<file path="config.mk">
export PLATFORM = sky130hd
export DESIGN_NAME = fwd_hazard_unit
export DESIGN_NICKNAME = d
export VERILOG_FILES = /design/src/rtl/fwd_hazard_unit_pkg.sv /design/src/rtl/fwd_hazard_unit_cmp.sv /design/src/rtl/fwd_hazard_unit.sv
export SDC_FILE = /design/constraint.sdc
export NUM_CORES = 1
export LEC_CHECK = 0
export ABC_AREA = 0
export CORE_AREA = 5 5 42 44
export CTS_BUF_LIST = sky130_fd_sc_hd__clkbuf_2 sky130_fd_sc_hd__clkbuf_4 sky130_fd_sc_hd__clkbuf_8
export DETAILED_ROUTE_END_ITERATION = 16
export DIE_AREA = 0 0 47 49
export GPL_TIMING_DRIVEN = 0
export PLACE_DENSITY_LB_ADDON = 0.05
export SYNTH_ARGS = -nofsm -noshare
export SYNTH_HDL_FRONTEND = slang
export SYNTH_SLANG_ARGS = --single-unit
</file>
<file path="constraint.sdc">
create_clock -name clk -period 2.65 [get_ports clk]
set_input_delay 0.53 -clock clk [delete_from_list [all_inputs] [get_ports clk]]
set_output_delay 0.53 -clock clk [all_outputs]
set_load 0.005 [all_outputs]
</file>
<file path="src/rtl/fwd_hazard_unit_pkg.sv">
// fwd_hazard_unit_pkg: shared register width, forwarding select codes and bubble field values
package fwd_hazard_unit_pkg;
  localparam int AW = 4;
  typedef enum logic [1:0] {
    FWD_IDEXE = 2'b00,
    FWD_WB    = 2'b01,
    FWD_EXMEM = 2'b10
  } fwd_sel_t;
  localparam logic [AW-1:0] BUB_RD = '0;
  localparam logic BUB_RW = 1'b0;
  localparam logic BUB_MR = 1'b0;
endpackage

</file>
<file path="src/rtl/fwd_hazard_unit_cmp.sv">
// fwd_cmp: single-operand forwarding priority comparator, EXE producer beats MEM producer
module fwd_cmp #(
  parameter int AW = fwd_hazard_unit_pkg::AW
) (
  input  logic [AW-1:0] src,
  input  logic [AW-1:0] exe_rd,
  input  logic          exe_rw,
  input  logic [AW-1:0] mem_rd,
  input  logic          mem_rw,
  output logic [1:0]    sel
);
  import fwd_hazard_unit_pkg::*;
  always_comb begin
    sel = (exe_rw && exe_rd != '0 && exe_rd == src) ? FWD_EXMEM :
          (mem_rw && mem_rd != '0 && mem_rd == src) ? FWD_WB : FWD_IDEXE;
  end
endmodule

</file>
<file path="src/rtl/fwd_hazard_unit.sv">
// fwd_hazard_unit: operand forwarding selects and load-use/flush bubble control; FWD_PATH_EN enables forwarding, else stall on any RAW
module fwd_hazard_unit #(
  parameter int AW = fwd_hazard_unit_pkg::AW
) (
  input  logic          clk,
  input  logic          rst,
  input  logic          id_valid,
  input  logic [AW-1:0] id_rs,
  input  logic [AW-1:0] id_rt,
  input  logic [AW-1:0] id_rd,
  input  logic          id_regwrite,
  input  logic          id_memread,
  input  logic          flush,
  output logic [1:0]    fwd_sel_a,
  output logic [1:0]    fwd_sel_b,
  output logic          stall,
  output logic          bubble
);
  import fwd_hazard_unit_pkg::*;
  logic [AW-1:0] exe_rd, mem_rd, wb_rd;
  logic          exe_rw, exe_mr, mem_rw, mem_mr, wb_rw;
  logic          adv, hit, unused_ok;
  logic [1:0]    sel_a, sel_b;
  fwd_cmp #(.AW(AW)) u_cmp_a (
    .src(id_rs), .exe_rd(exe_rd), .exe_rw(exe_rw), .mem_rd(mem_rd), .mem_rw(mem_rw), .sel(sel_a)
  );
  fwd_cmp #(.AW(AW)) u_cmp_b (
    .src(id_rt), .exe_rd(exe_rd), .exe_rw(exe_rw), .mem_rd(mem_rd), .mem_rw(mem_rw), .sel(sel_b)
  );
`ifdef FWD_PATH_EN
  assign hit = exe_mr && exe_rd != '0 && (exe_rd == id_rs || exe_rd == id_rt);
`else
  assign hit = sel_a != FWD_IDEXE || sel_b != FWD_IDEXE;
`endif
  assign stall = id_valid && hit && !flush;
  assign adv = id_valid && !stall && !flush;
  assign unused_ok = ^{wb_rd, wb_rw, mem_mr, exe_mr};
  always_ff @(posedge clk) begin
    if (!rst) begin
      exe_rd <= AW'(BUB_RD);
      exe_rw <= BUB_RW;
      exe_mr <= BUB_MR;
      mem_rd <= AW'(BUB_RD);
      mem_rw <= BUB_RW;
      mem_mr <= BUB_MR;
      wb_rd  <= AW'(BUB_RD);
      wb_rw  <= BUB_RW;
      bubble <= 1'b1;
    end else begin
      exe_rd <= adv ? id_rd : AW'(BUB_RD);
      exe_rw <= adv ? id_regwrite : BUB_RW;
      exe_mr <= adv ? id_memread : BUB_MR;
      mem_rd <= exe_rd;
      mem_rw <= exe_rw;
      mem_mr <= exe_mr;
      wb_rd  <= mem_rd;
      wb_rw  <= mem_rw;
      bubble <= !adv;
    end
  end
`ifdef FWD_PATH_EN
  always_ff @(posedge clk) begin
    fwd_sel_a <= (rst && adv) ? sel_a : FWD_IDEXE;
    fwd_sel_b <= (rst && adv) ? sel_b : FWD_IDEXE;
  end
`else
  assign fwd_sel_a = FWD_IDEXE;
  assign fwd_sel_b = FWD_IDEXE;
`endif
endmodule

</file>
* Yosys cells after proc, flatten, opt, wreduce, memory -nomap -nowiden
Cells that the tools add are included.
** Cells by class
- Equality and inequality tests :: 4
- Muxes and demuxes :: 4
- Reductions and logical operators :: 19
** Operator list (number)
- == test 4 bit :: 4
- logical AND 1 bit :: 10
- nonzero test 4 bit :: 2
- 2-to-1 mux 2 bit :: 2
- nonzero test 2 bit :: 2
- logical NOT 1 bit :: 3
- 2-to-1 mux 1 bit :: 2
- AND reduction 2 bit :: 1
- logical OR 1 bit :: 1
** Storage, ports and cells
- Bits in registers :: 11
- Logic and storage cells :: 32

* Depth between registers and ports, before layout
Gate-level depths: netlist (run 1).
- Word-level depth :: 13
- Mapped depth :: 4

* By module
Synthesis (run 1) repeated with hierarchy kept, for this count alone.
** Second synthesis, totals
- Cells, all modules :: 65
- Area, all modules :: 626.9 um^2
** By module, submodules not included
- fwd_hazard_unit :: times used 1, cells each 31, area each 371.6 um^2, seq. area each 220.2 um^2
- fwd_cmp :: times used 2, cells each 17, area each 127.6 um^2, seq. area each 0.0 um^2

* Worst setup path before layout (run 1)
OpenSTA, ideal clock, no wires.
- Kind :: input port to output port
- Start point :: input port id_rs[2]
- End point :: output port stall
- Arrival time :: 1.178 ns
- Path slack :: 0.942 ns
- Stages on the path :: 4
- Buffers on the path :: 0
- Path through :: xnor2_1 > nand4_1 > a21oi_2 > o21a_1
** Between the ends
- Word-level cells in the longest chain between the ends :: 8
- Elaborated cells on any way between the ends :: 10
- Those cells by class :: eq/ne: 2; mux: 2; reduce/logical: 6
** Ends and longest elaborated chain
- start, declared :: RTL line fwd_hazard_unit.sv:8 : input logic [AW-1:0] id_rs,
- == test 4 bit :: RTL line fwd_hazard_unit_cmp.sv:15 : (mem_rw && mem_rd != '0 && mem_rd == src) ? FWD_WB : FWD_IDEXE;
- logical AND 1 bit :: RTL line fwd_hazard_unit_cmp.sv:15
- 2-to-1 mux 1 bit :: RTL line fwd_hazard_unit_cmp.sv:15
- 2-to-1 mux 2 bit (*) :: RTL line fwd_hazard_unit_cmp.sv:14 : sel = (exe_rw && exe_rd != '0 && exe_rd == src) ? FWD_EXMEM :
- nonzero test 2 bit (*) :: RTL line fwd_hazard_unit.sv:33 : assign hit = sel_a != FWD_IDEXE || sel_b != FWD_IDEXE;
- logical OR 1 bit (*) :: RTL line fwd_hazard_unit.sv:33
- logical AND 1 bit (*) (2 in a row) :: RTL line fwd_hazard_unit.sv:35 : assign stall = id_valid && hit && !flush;
- end, declared :: RTL line fwd_hazard_unit.sv:16 : output logic stall,
Every way passes the cells marked *; elsewhere a longest branch is shown, timed or not.

* Worst setup path after layout (run 1)
- Start point :: input port id_rs[1]
- End point :: output port stall
The elaborated chain is that of the path after synthesis.

==> impl_metrics.py, run 1 <==
metrics = {
    "run_status": {
        "status": "complete, no violations",
    },
    "setup_path": {
        "crit_required_ns": 2.12,
        "critPathTopFamily": "buffers and inverters",
        "path_buf_inv": 2,
        "cp.depth": 6,
        "cp_data_arrival_time_ns": 1.95,
        "crit_path_max_incr_delay_ns": 0.49,
        "cp_max_fo": 2,
        "rr_worst_depth": 4,
        "cp-end-kind": "primary output",
        "cp-start-kind": "input pin",
        "path_class": "in2out",
        "cpMaxStageDelayCell": "clkdlybuf4s50_1",
        "worstPathCellList": "dlygate4sd2_1, xnor2_1, nand4_1, a21oi_4, o21a_1, clkdlybuf4s50_1",
    },
    "synth": {
        "synth_top_family_by_area": "XOR/XNOR gates",
        "synthSimpleGateAreaFrac_pct": 20.7,
        "synth_compound_area_share_pct": 10.1,
        "synthAdderAreaFrac_pct": 0,
        "yosysWarningCount": 0,
        "synth-xor-area-share_pct": 24.6,
        "ys_ff_latch": 11,
        "synthesis.area_um2": 569,
        "yosysTopAreaCellShare_pct": 38.7,
        "yosysSeqAreaShare_pct": 38.7,
        "syn_area_per_cell_um2": 10.5,
        "syn_inst": 54,
        "synthTopCellsByArea": "dfxtp_1 (39%), xnor2_1 (25%), nor4b_1 (7.7%)",
        "muxShareOfSynthArea_pct": 0,
        "ys_types": 14,
        "yosysTopAreaCell": "dfxtp_1",
    },
    "timing": {
        "rsz0062_at_grt": "no",
        "timing.fmax_mhz": 404,
        "finalHoldViolCount": 0,
        "final_max_slew_viol_count": 0,
        "min_period_over_period_pct": 93.5,
        "fin_worst_skew_ns": 0.00271,
        "whs_ns": 0.489,
        "setup_viol_count_final": 0,
        "setup_tns_ns": 0,
        "layout_min_cycle_time_ns": 2.48,
    },
    "floorplanning": {
        "start_util_pct": 40.6,
        "ios": 24,
        "die_h_um": 49,
        "dieArea_um2": 2300,
        "core_um2": 1400,
        "die_w_um": 47,
        "rows": 14,
    },
    "detailed_routing": {
        "wirelength_um": 1130,
        "drc": 0,
        "via_per_inst": 4.62,
        "routedWlPerCell_um": 11.6,
        "first_pass_iters": 2,
        "drtAntennaViolNets": 0,
        "vias": 448,
        "drtIter0Drc": 11,
    },
    "min_path": {
        "hold_path_depth": 1,
        "hold_path.class": "reg2reg",
    },
    "global_routing": {
        "grt_usage_pct": 11.3,
        "gr-usage-met1_pct": 13.8,
        "antenna_found_initial": 0,
        "grt_pass1_vias": 462,
        "use_met2_pct": 17.6,
        "use_met3_pct": 2.95,
        "grt_first_pass_wirelength_um": 1940,
        "grt_max_degree": 7,
        "gr-max-usage-layer": "met2",
        "grt_overflow": 0,
    },
    "layout": {
        "most-common-layout-cells": "xnor2_1 (16), dfxtp_1 (11), clkdlybuf4s50_1 (10), dlygate4sd2_1 (8), buf_4 (6)",
        "diodes": 0,
        "final_cell_area_um2": 831,
        "layout-drive-gt1-share_pct": 18.5,
        "syn2layout_area_growth_pct": 45.9,
        "fin_nets": 100,
        "finalNonFillerCells": 97,
        "final_common_cell": "xnor2_1",
        "fillCellCount": 122,
    },
    "clock_network": {
        "clock_latency_ns": 0.26,
        "clock_sinks": 11,
        "numCtsBuffers": 3,
        "path_clk_slew_ns": 0.07,
        "ctsHtreeMaxLevel": 1,
        "ctsHoldBuffers": 0,
        "cts_root_buffer": "clkbuf_4",
        "clockBufferDepth": 2,
        "cts_tree": "done",
    },
    "place": {
        "gp_congestion": 0.703,
        "placedCellCount": 91,
        "io_buffers": 18,
        "dpl_cell_area_um2": 781,
        "dp_hpwl_um": 894,
    },
    "pwr": {
        "ir_worst_vdd_mv": 0.228,
        "power_density_nw_per_um2": 419,
        "power_uw": 348,
        "p_leak_uw": 0.000307,
    },
    "flow_run": {
        "drv_cap": 0,
    },
}
-- cell families after synthesis --
logic type      after synthesis
other cells                   1
flops                        11
xor+xnor                     16
buf+inv                       4
simple gates                 17
compound gates                5
-- final cells by class --
class                           count  area, um^2  share of cell area (%)
Multi-Input combinational cell     42         345                    41.6
Sequential cell                    11         220                    26.5
Timing Repair Buffer               20         185                    22.3
Clock buffer                        4        30.0                    3.61
Tap cell                           16        20.0                    2.41
Buffer                              4        30.0                    3.61
-- final timing paths --
check,start,to,slack [ns]
setup / recovery,id_rs[1],stall,0.17
hold / removal,exe_rw,mem_rw,0.49
setup reg to reg,exe_rd[0],bubble,1.13
hold reg to reg,exe_rw,mem_rw,0.49
-- worst register-to-register path, delay by kind of cell (launching register included) --
kind | cells | cell delay [ns]
compound gates | 2 | 0.52
flops | 1 | 0.36
simple gates | 1 | 0.36
buf+inv | 1 | 0.17
-- routing by layer --
layer	vias to the layer above	part of all wire (%)
met5	-	0
met4	0	0.53
met3	2	12
met2	19	47
met1	190	40
li1	237	-
-- Yosys cell counts (all sizes together) --
cell,instances
nor2b,1
or3,1
nand4,4
nor4b,5
and2,5
dfxtp,11
xnor2,16
a21oi,2
conb,1
buf,4
nand2,1
o21a,1
o41ai,2
-- flip-flops by register name (all words and copies together), names as in the netlist --
signal / cells
bubble: 1
exe_rd: 4
exe_rw: 1
mem_rd: 4
mem_rw: 1
-- power by group --
group	internal, uW	switching [uW]
registers	169	4.13
clock network	68.4	52.4
logic	36.1	18.2
total	274	74.7
-- through the flow --
step	worst slack [ns]	util, %
finish	0.172	59.3
global route	0.0447	59.3
CTS	0.156	59.3
detailed placement	-0.166	55.7
global placement	-0.189	55.7
floorplan	0.942	-
-- repair_timing --
item / CTS / global route
resized for setup: 10 / 0
hold endpoints to repair: 0 / 0
buffers inserted: 2 / 0
setup endpoints to repair: 1 / 0
Power figures use the tool's default switching activity.
==> run 2: changes to the inputs <==
==> constraint.sdc (replaced) <==
create_clock -name clk -period 2.65 [get_ports clk]
set_input_delay 0.795 -clock clk [delete_from_list [all_inputs] [get_ports clk]]
set_output_delay 0.795 -clock clk [all_outputs]
set_load 0.005 [all_outputs]
==> impl_metrics.py, run 2 (synthesis gave the netlist of run 1 again) <==
metrics = {
    "setup_path": {
        "path_buf_inv": 2,
        "critPathTopFamily": "compound AO/OA/AOI/OAI gates",
        "cpMaxStageDelayCell": "a21oi_4",
        "crit_required_ns": 1.86,
        "worstPathCellList": "buf_2, xnor2_1, nand4_1, a21oi_4, o21a_1, clkdlybuf4s15_2",
        "cp_max_fo": 2,
        "crit_path_max_incr_delay_ns": 0.19,
        "cp-end-kind": "primary output",
        "cp-start-kind": "input pin",
        "path_class": "in2out",
        "cp_data_arrival_time_ns": 1.75,
    },
    "detailed_routing": {
        "via_per_inst": 4.65,
        "wirelength_um": 1250,
        "drc": 0,
        "vias": 460,
        "drtIter0Drc": 8,
        "first_pass_iters": 3,
        "routedWlPerCell_um": 12.7,
        "drtAntennaViolNets": 0,
    },
    "global_routing": {
        "antenna_found_initial": 0,
        "grt_pass1_vias": 461,
        "grt_usage_pct": 11.4,
        "grt_max_degree": 7,
        "grt_overflow": 0,
        "grt_first_pass_wirelength_um": 1950,
    },
    "timing": {
        "timing.fmax_mhz": 394,
        "min_period_over_period_pct": 95.9,
        "setup_tns_ns": 0,
        "fin_worst_skew_ns": 0.00258,
        "setup_viol_count_final": 0,
        "finalHoldViolCount": 0,
        "rsz0062_at_grt": "no",
        "final_max_slew_viol_count": 0,
        "layout_min_cycle_time_ns": 2.54,
    },
    "flow_run": {
        "drv_cap": 0,
    },
    "floorplanning": {
        "die_w_um": 47,
        "rows": 14,
        "start_util_pct": 40.6,
        "dieArea_um2": 2300,
        "core_um2": 1400,
        "ios": 24,
        "die_h_um": 49,
    },
    "pwr": {
        "power_density_nw_per_um2": 403,
        "p_leak_uw": 0.000354,
        "ir_worst_vdd_mv": 0.267,
        "power_uw": 357,
    },
    "min_path": {
        "hold_path.class": "reg2reg",
    },
    "layout": {
        "reg.largest.list": "exe_rd x4, mem_rd x4",
        "finalNonFillerCells": 99,
        "diodes": 0,
        "syn2layout_area_growth_pct": 55.4,
        "most-common-layout-cells": "dfxtp_1 (11), xnor2_2 (9), clkdlybuf4s50_1 (9), buf_4 (8), xnor2_1 (7)",
        "fin_nets": 102,
        "layout-drive-gt1-share_pct": 42.2,
        "final_common_cell": "dfxtp_1",
    },
    "clock_network": {
        "cts_root_buffer": "clkbuf_4",
        "clock_latency_ns": 0.26,
        "clock_sinks": 11,
        "numCtsBuffers": 3,
        "cts_tree": "done",
        "clockBufferDepth": 2,
        "path_clk_slew_ns": 0.07,
        "ctsHtreeMaxLevel": 1,
    },
    "place": {
        "gp_congestion": 0.703,
        "placedCellCount": 91,
        "io_buffers": 18,
        "dp_hpwl_um": 894,
    },
    "run_status": {
        "status": "complete, no violations",
    },
}
run 2: worst paths after layout:
kind | slack [ns] | depth (start not counted) | startpoint | to
setup / recovery | 0.11 | 6 | id_rt[2] | stall
hold / removal | 0.49 | 1 | exe_rw | mem_rw
setup reg to reg | 0.99 | 5 | exe_rd[0] | bubble
hold reg to reg | 0.49 | 1 | exe_rw | mem_rw
run 2: metal layers:
layer	vias to the layer above	track usage, %	wire [um]	share of wire (%)
met4	0	5.53	6	0.48
met1	196	13.8	504	40
met2	19	17.9	623	50
met5	-	0	0	0
li1	243	-	-	-
met3	2	2.95	119	9.5
run 2: final cells by class:
type / instances / area [um^2]
multi-input cells: 42 / 413
clock buffers: 4 / 30.0
fillers: 112 / 517
well taps: 16 / 20.0
repair buffers: 22 / 171
plain buffers: 4 / 30.0
flip-flops and latches: 11 / 220
run 2: report_power, final:
group / internal (uW) / total [uW] / switching [uW]
registers: 169 / 174 / 5.21
logic: 40.2 / 61.3 / 21.1
clock network: 68.4 / 121 / 52.6
run 2: timing repair:
action,in CTS,in global routing
gates resized for setup,26,17
pin swaps,18,14
buffers inserted,2,2
hold buffers,0,0
setup endpoints to repair,1,1
run 2: through the flow:
step	hold slack (ns)	setup slack (ns)	instance area, um^2	util (%)
after floorplan	0.450	0.412	581	-
after CTS	0.489	0.00120	848	60.5
after global routing	0.517	0.0289	885	63.1
final	0.489	0.109	885	63.1
after global placement	0.463	-0.719	781	55.7
after detailed placement	0.465	-0.696	781	55.7
==> run 3: changes to the inputs <==
--- a/config.mk
+++ b/config.mk
@@ -6,6 +6,7 @@
 export NUM_CORES = 1
 export LEC_CHECK = 0
 export ABC_AREA = 0
+export CAP_MARGIN = 20
 export CORE_AREA = 5 5 42 44
 export CTS_BUF_LIST = sky130_fd_sc_hd__clkbuf_2 sky130_fd_sc_hd__clkbuf_4 sky130_fd_sc_hd__clkbuf_8
 export DETAILED_ROUTE_END_ITERATION = 16
==> results of run 3 <==
Same layout as run 2: the final DEF is identical, and so are final timing and power.
==> patch 1, RTL diff (settings of run 2) <==
The option `FWD_PATH_EN` is turned on by a define.
--- a/src/rtl/fwd_hazard_unit.sv
+++ b/src/rtl/fwd_hazard_unit.sv
@@ -1,4 +1,6 @@
 // fwd_hazard_unit: operand forwarding selects and load-use/flush bubble control; FWD_PATH_EN enables forwarding, else stall on any RAW
+`define FWD_PATH_EN
+
 module fwd_hazard_unit #(
   parameter int AW = fwd_hazard_unit_pkg::AW
 ) (
Function: changed (Yosys sat finds a counterexample within 4 cycles, from zero or initial values and one cycle with rst low).
==> patch 1 against run 2 <==
Power rose by 30%. Final area rose by 16%. Count of clock-buffer cells in the layout did not move. Sequential cell count rose by 5. Clock skew rose by 0.0034 ns. Highest routed layer unchanged. Wire length rose by 28%. Synthesized area rose by 21%. Setup slack got worse by 0.079 ns. Die area did not move.
==> patch 1: results (changes against run 2) <==
| Metric | Value |
|---|---|
| Status | `complete, no violations` |
| Non-Filler Instances | `121 (+22%)` |
| Syn Area/Cell | `9.692 um^2 (-8.1%)` |
| Hold Path Stages | `1 (unchanged)` |
| Fin worst setup slack | `0.03079 ns (-0.07854 ns)` |
| Placed Area | `938.4 um^2 (+20%)` |
| Compound-Gate Fraction of Synth Area | `2.727% (-7.4 points)` |
| Detail-routed via count per cell | `5.041 (+8.5%)` |
| Cells after DPL | `110 (+21%)` |
| Synth top area cells | `dfxtp_1 (47%), xnor2_1 (10%), xor2_1 (10%)` |
| CP arrival | `1.82 ns (+0.07 ns)` |
| Reg clk slew, reported paths | `0.09 ns (+0.02 ns)` |
| Slowest cell on the critical path | `a21oi_2` |
| Post-DP HPWL | `1130 um (+26%)` |
| Global-route wire length before repair | `2373 um (+22%)` |
| DR iter-0 viols | `2 (-6)` |
| CP Max Fanout | `3 (+1)` |
| Peak supply drop | `0.3652 mV (+37%)` |
| Wire length on met1 | `647 um (+28%)` |
| Total GRT Usage | `14.47% (+3.1 points)` |
| Post-cts sizing count | `17 (-35%)` |
| Met2 Use GR | `21.72% (+3.8 points)` |
| DRT Pass-1 Iters | `4 (+1)` |
| Met3 WL | `136 um (+14%)` |
| Setup Slack @ Placement | `-0.7107 ns (-0.01421 ns)` |
| Largest net degree at the start of global routing | `10 (+3)` |
| Setup bufs post-CTS | `4 (+2)` |
| Clk_lat worst skew | `0.28 ns (+0.02 ns)` |
| Filler Cells Inserted | `117 (+4.5%)` |
| Setup Skew | `0.005984 ns (+0.003400 ns)` |
| Final Hold Slack | `0.4578 ns (-0.03153 ns)` |
| CP top delay family | `buffers and inverters` |
| Worst reg2reg setup slack | `0.85 ns (-0.14 ns)` |
| # diodes | `0 (unchanged)` |
| Sequential share of the synthesized area | `46.55% (+7.9 points)` |
| Hold Startpoint | `exe_rw$_SDFF_PN0_` |
| Met2 WL | `748 um (+20%)` |
| Number of I/O port buffers | `23 (+5)` |
| R2R cell count | `7 (+2)` |
| Avg WL per Cell | `13.21 um (+4.3%)` |
| Switching pwr | `0.00009816 W (+24%)` |
| Critical Path Source | `id_rs[3]` |
| Met3 Use GR | `5.904% (+3.0 points)` |
| GPL Wtd Cong | `0.8237 (+17%)` |
| Library cells used by synthesis | `21 (+7)` |
| Post-Synth XOR/XNOR Area | `20.36% (-4.3 points)` |
| Fraction of layout cells with a size suffix above 1 | `20.00% (-22 points)` |
| Met1 GRT Util | `16.63% (+2.9 points)` |
| Hold Path End | `mem_rw$_SDFF_PN0_` |
| Leakage | `0.4338 nW (+23%)` |
| CP peak stage delay | `0.24 ns (+0.05 ns)` |
| FF+latch area | `320.3 um^2 (+45%)` |
| Commonest cells in the netlist | `dfxtp_1 (16), nand2_1 (8), xnor2_1 (8), xor2_1 (8), nor2_1 (6)` |
| Vias in the first global route | `572 (+24%)` |
[patch 1: cell types whose count changed in the layout (fill, tap and decap cells not counted), sizes merged, moves of 5 or more]
cell	before	now
clkdlybuf4s15	1	6
dfxtp	11	16
nand2	1	8
nor2	0	6
nor4b	5	0
xnor2	16	8
xor2	0	8
[patch 1: cell type report]
cell class,instances,area share (%)
repair buffers,30,27.62
multi-input cells,53,34.31
well taps,16,1.946
flip-flops and latches,16,31.14
plain buffers,2,1.460
clock buffers,4,3.528
[patch 1: power groups by stage]
stage / Combinational [W] / Clock [W] / Sequential (W)
2_1_floorplan: 0.0000245 / 0 / 0.000253
3_3_place_gp: 0.0000571 / 0 / 0.000254
3_5_place_dp: 0.0000584 / 0 / 0.000254
4_1_cts: 0.0000573 / 0.000160 / 0.000249
5_1_grt: 0.0000635 / 0.000175 / 0.000249
6_report: 0.0000591 / 0.000156 / 0.000249
==> patch 2, RTL diff (settings of run 2) <==
Made on the original files. The package constant `AW` goes from 4 to 5.
--- a/src/rtl/fwd_hazard_unit_pkg.sv
+++ b/src/rtl/fwd_hazard_unit_pkg.sv
@@ -1,6 +1,6 @@
 // fwd_hazard_unit_pkg: shared register width, forwarding select codes and bubble field values
 package fwd_hazard_unit_pkg;
-  localparam int AW = 4;
+  localparam int AW = 5;
   typedef enum logic [1:0] {
     FWD_IDEXE = 2'b00,
     FWD_WB    = 2'b01,
Interface: changed (resized id_rd, id_rs and id_rt); port bits go from 24 to 27. The function was not compared with the original's and may differ.
==> patch 2 against run 2 <==
Non-clock buffer count is 2 higher. Synthesized area is 21% higher. Setup slack worse by 0.10 ns. Final area is 11% higher. Wire length is 7.9% higher. Cell count is 23% higher. Count of clock-buffer cells in the layout stayed put. Sequential cell count is 2 higher. Power is 13% higher. Highest routed layer unchanged.
==> patch 2: results (changes against run 2) <==
| Metric | Value |
|---|---|
| Global-route wire length before repair | `2463 um (+26%)` |
| Max clock buf depth | `2 (unchanged)` |
| Final Hold Slack | `0.4864 ns (-0.002951 ns)` |
| Root Driver | `clkbuf_4` |
| Hold Path End | `mem_rw$_SDFF_PN0_` |
| Detail-routed via count per cell | `4.770 (+2.7%)` |
| Final Hold Violating Endpoints | `0 (unchanged)` |
| Status | `complete, no violations` |
| GPL Wtd Cong | `0.8349 (+19%)` |
| Avg WL per Cell | `11.08 um (-12%)` |
| Post-cts sizing count | `46 (+77%)` |
| YS warnings | `0 (unchanged)` |
| H-Tree Depth | `1 (unchanged)` |
| Worst reg2reg setup slack | `0.74 ns (-0.25 ns)` |
| Met1 GRT Util | `14.32% (+0.54 points)` |
| Largest registers | `exe_rd (5), mem_rd (5)` |
| Reg clk slew, reported paths | `0.07 ns (about the same)` |
| Setup Skew | `0.0008137 ns (-0.001770 ns)` |
| Total GRT Usage | `14.66% (+3.3 points)` |
| CP arrival | `1.85 ns (+0.10 ns)` |
| Final wirelength | `1352 um (+7.9%)` |
| Fraction of layout cells with a size suffix above 1 | `29.25% (-13 points)` |
| CP Max Fanout | `2 (unchanged)` |
| Initial antenna violation count | `0 (unchanged)` |
| Vias in the first global route | `644 (+40%)` |
| CP top delay family | `simple AND/OR/NAND/NOR gates` |
| Met2 Use GR | `27.60% (+9.7 points)` |
| Number of I/O port buffers | `21 (+3)` |
| Syn Area/Cell | `8.953 um^2 (-15%)` |
| Placed Area | `930.9 um^2 (+19%)` |
| Reg2reg start | `mem_rd[0]$_SDFF_PN0_` |
| Met3 Use GR | `2.214% (-0.74 points)` |
| Cells after DPL | `117 (+29%)` |
| Sequential share of the synthesized area | `37.75% (-0.93 points)` |
| Post-DP HPWL | `1117 um (+25%)` |
| Leakage | `0.4568 nW (+29%)` |
| # diodes | `0 (unchanged)` |
| Setup Slack @ Placement | `-0.9656 ns (-0.2691 ns)` |
| DRT Pass-1 Iters | `2 (-1)` |
| R2R cell count | `6 (+1)` |
| Asr flop ratio synth | `0% (unchanged)` |
| Commonest cells in the netlist | `xor2_1 (20), dfxtp_1 (13), nor3_1 (10), and2_1 (6), nand2_1 (6)` |
| Slowest cell on the critical path | `nor3_2` |
| Sum Neg Setup Slack | `0 ns (unchanged)` |
| CP peak stage delay | `0.23 ns (+0.04 ns)` |
| Setup bufs post-CTS | `1 (-1)` |
| CTS buffer count | `3 (unchanged)` |
| Hold Startpoint | `exe_rw$_SDFF_PN0_` |
| RR Endpoint | `bubble$_SDFF_PN1_` |
| Peak supply drop | `0.2718 mV (+1.9%)` |
| Library cells used by synthesis | `20 (+6)` |
| Nets@finish | `128 (+25%)` |
| Hold Path Stages | `1 (unchanged)` |
| Synth top area cells | `dfxtp_1 (38%), xor2_1 (25%), nor3_1 (7.3%)` |
| Worst hold path type | `reg2reg` |
| Dominant synthesized flop cell | `dfxtp_1` |
| DR iter-0 viols | `1 (-7)` |
| Largest net degree at the start of global routing | `11 (+4)` |
-- patch 2: changes by cell type after synthesis, moves of 2 or more --
cell | run 2 | this run
nand4_1 | 4 | 0
nand2_1 | 1 | 6
o41ai_2 | 2 | 0
dfxtp_1 | 11 | 13
nor4b_1 | 5 | 0
a21oi_2 | 2 | 0
xor2_1 | 0 | 20
clkbuf_1 | 0 | 2
and2_1 | 4 | 6
nor3_1 | 0 | 10
xnor2_1 | 16 | 0
nor2_1 | 0 | 4
-- patch 2: layout make-up --
cell class | count | area, um^2
Inverter | 1 | 3.754
Fill cell | 126 | 422.9
Buffer | 5 | 33.78
Tap cell | 16 | 20.02
Timing Repair Buffer | 23 | 188.9
Clock buffer | 4 | 30.03
Multi-Input combinational cell | 60 | 441.7
Sequential cell | 13 | 260.3
-- patch 2: cells by family (layout without fill, tap and decap cells) --
family                 count (synthesis)  in the layout  synth area share [%]
other                                  1              4                0.5439
AND/OR/NAND/NOR                       31             31                 23.60
buffers and inverters                  7             33                 5.989
AO/OA/AOI/OAI                          5              5                 6.714
XOR/XNOR                              20             20                 25.41
flip-flops                            13             13                 37.75
-- patch 2: worst max-delay path by stage --
stage	from	endpoint	slack [ns]
floorplan	id_rs[0]	stall	0.17
global placement	id_rs[0]	stall	-0.92
detailed placement	id_rs[3]	stall	-0.97
CTS	id_rt[0]	stall	0.002
global route	id_rs[4]	stall	-0.07
finish	id_rs[4]	stall	0.009
-- patch 2: report_power, final --
part	switching [W]	leakage, nW	internal [W]
sequential	0.00000470	0.106	0.000200
clock	0.0000542	0.0184	0.0000684
combinational	0.0000314	0.333	0.0000429
-- patch 2: metal layers --
layer / vias to the layer above / wire length, um
li1: 300 / -
met2: 21 / 710
met4: 0 / 21
met3: 4 / 121
met1: 257 / 499
met5: - / 0
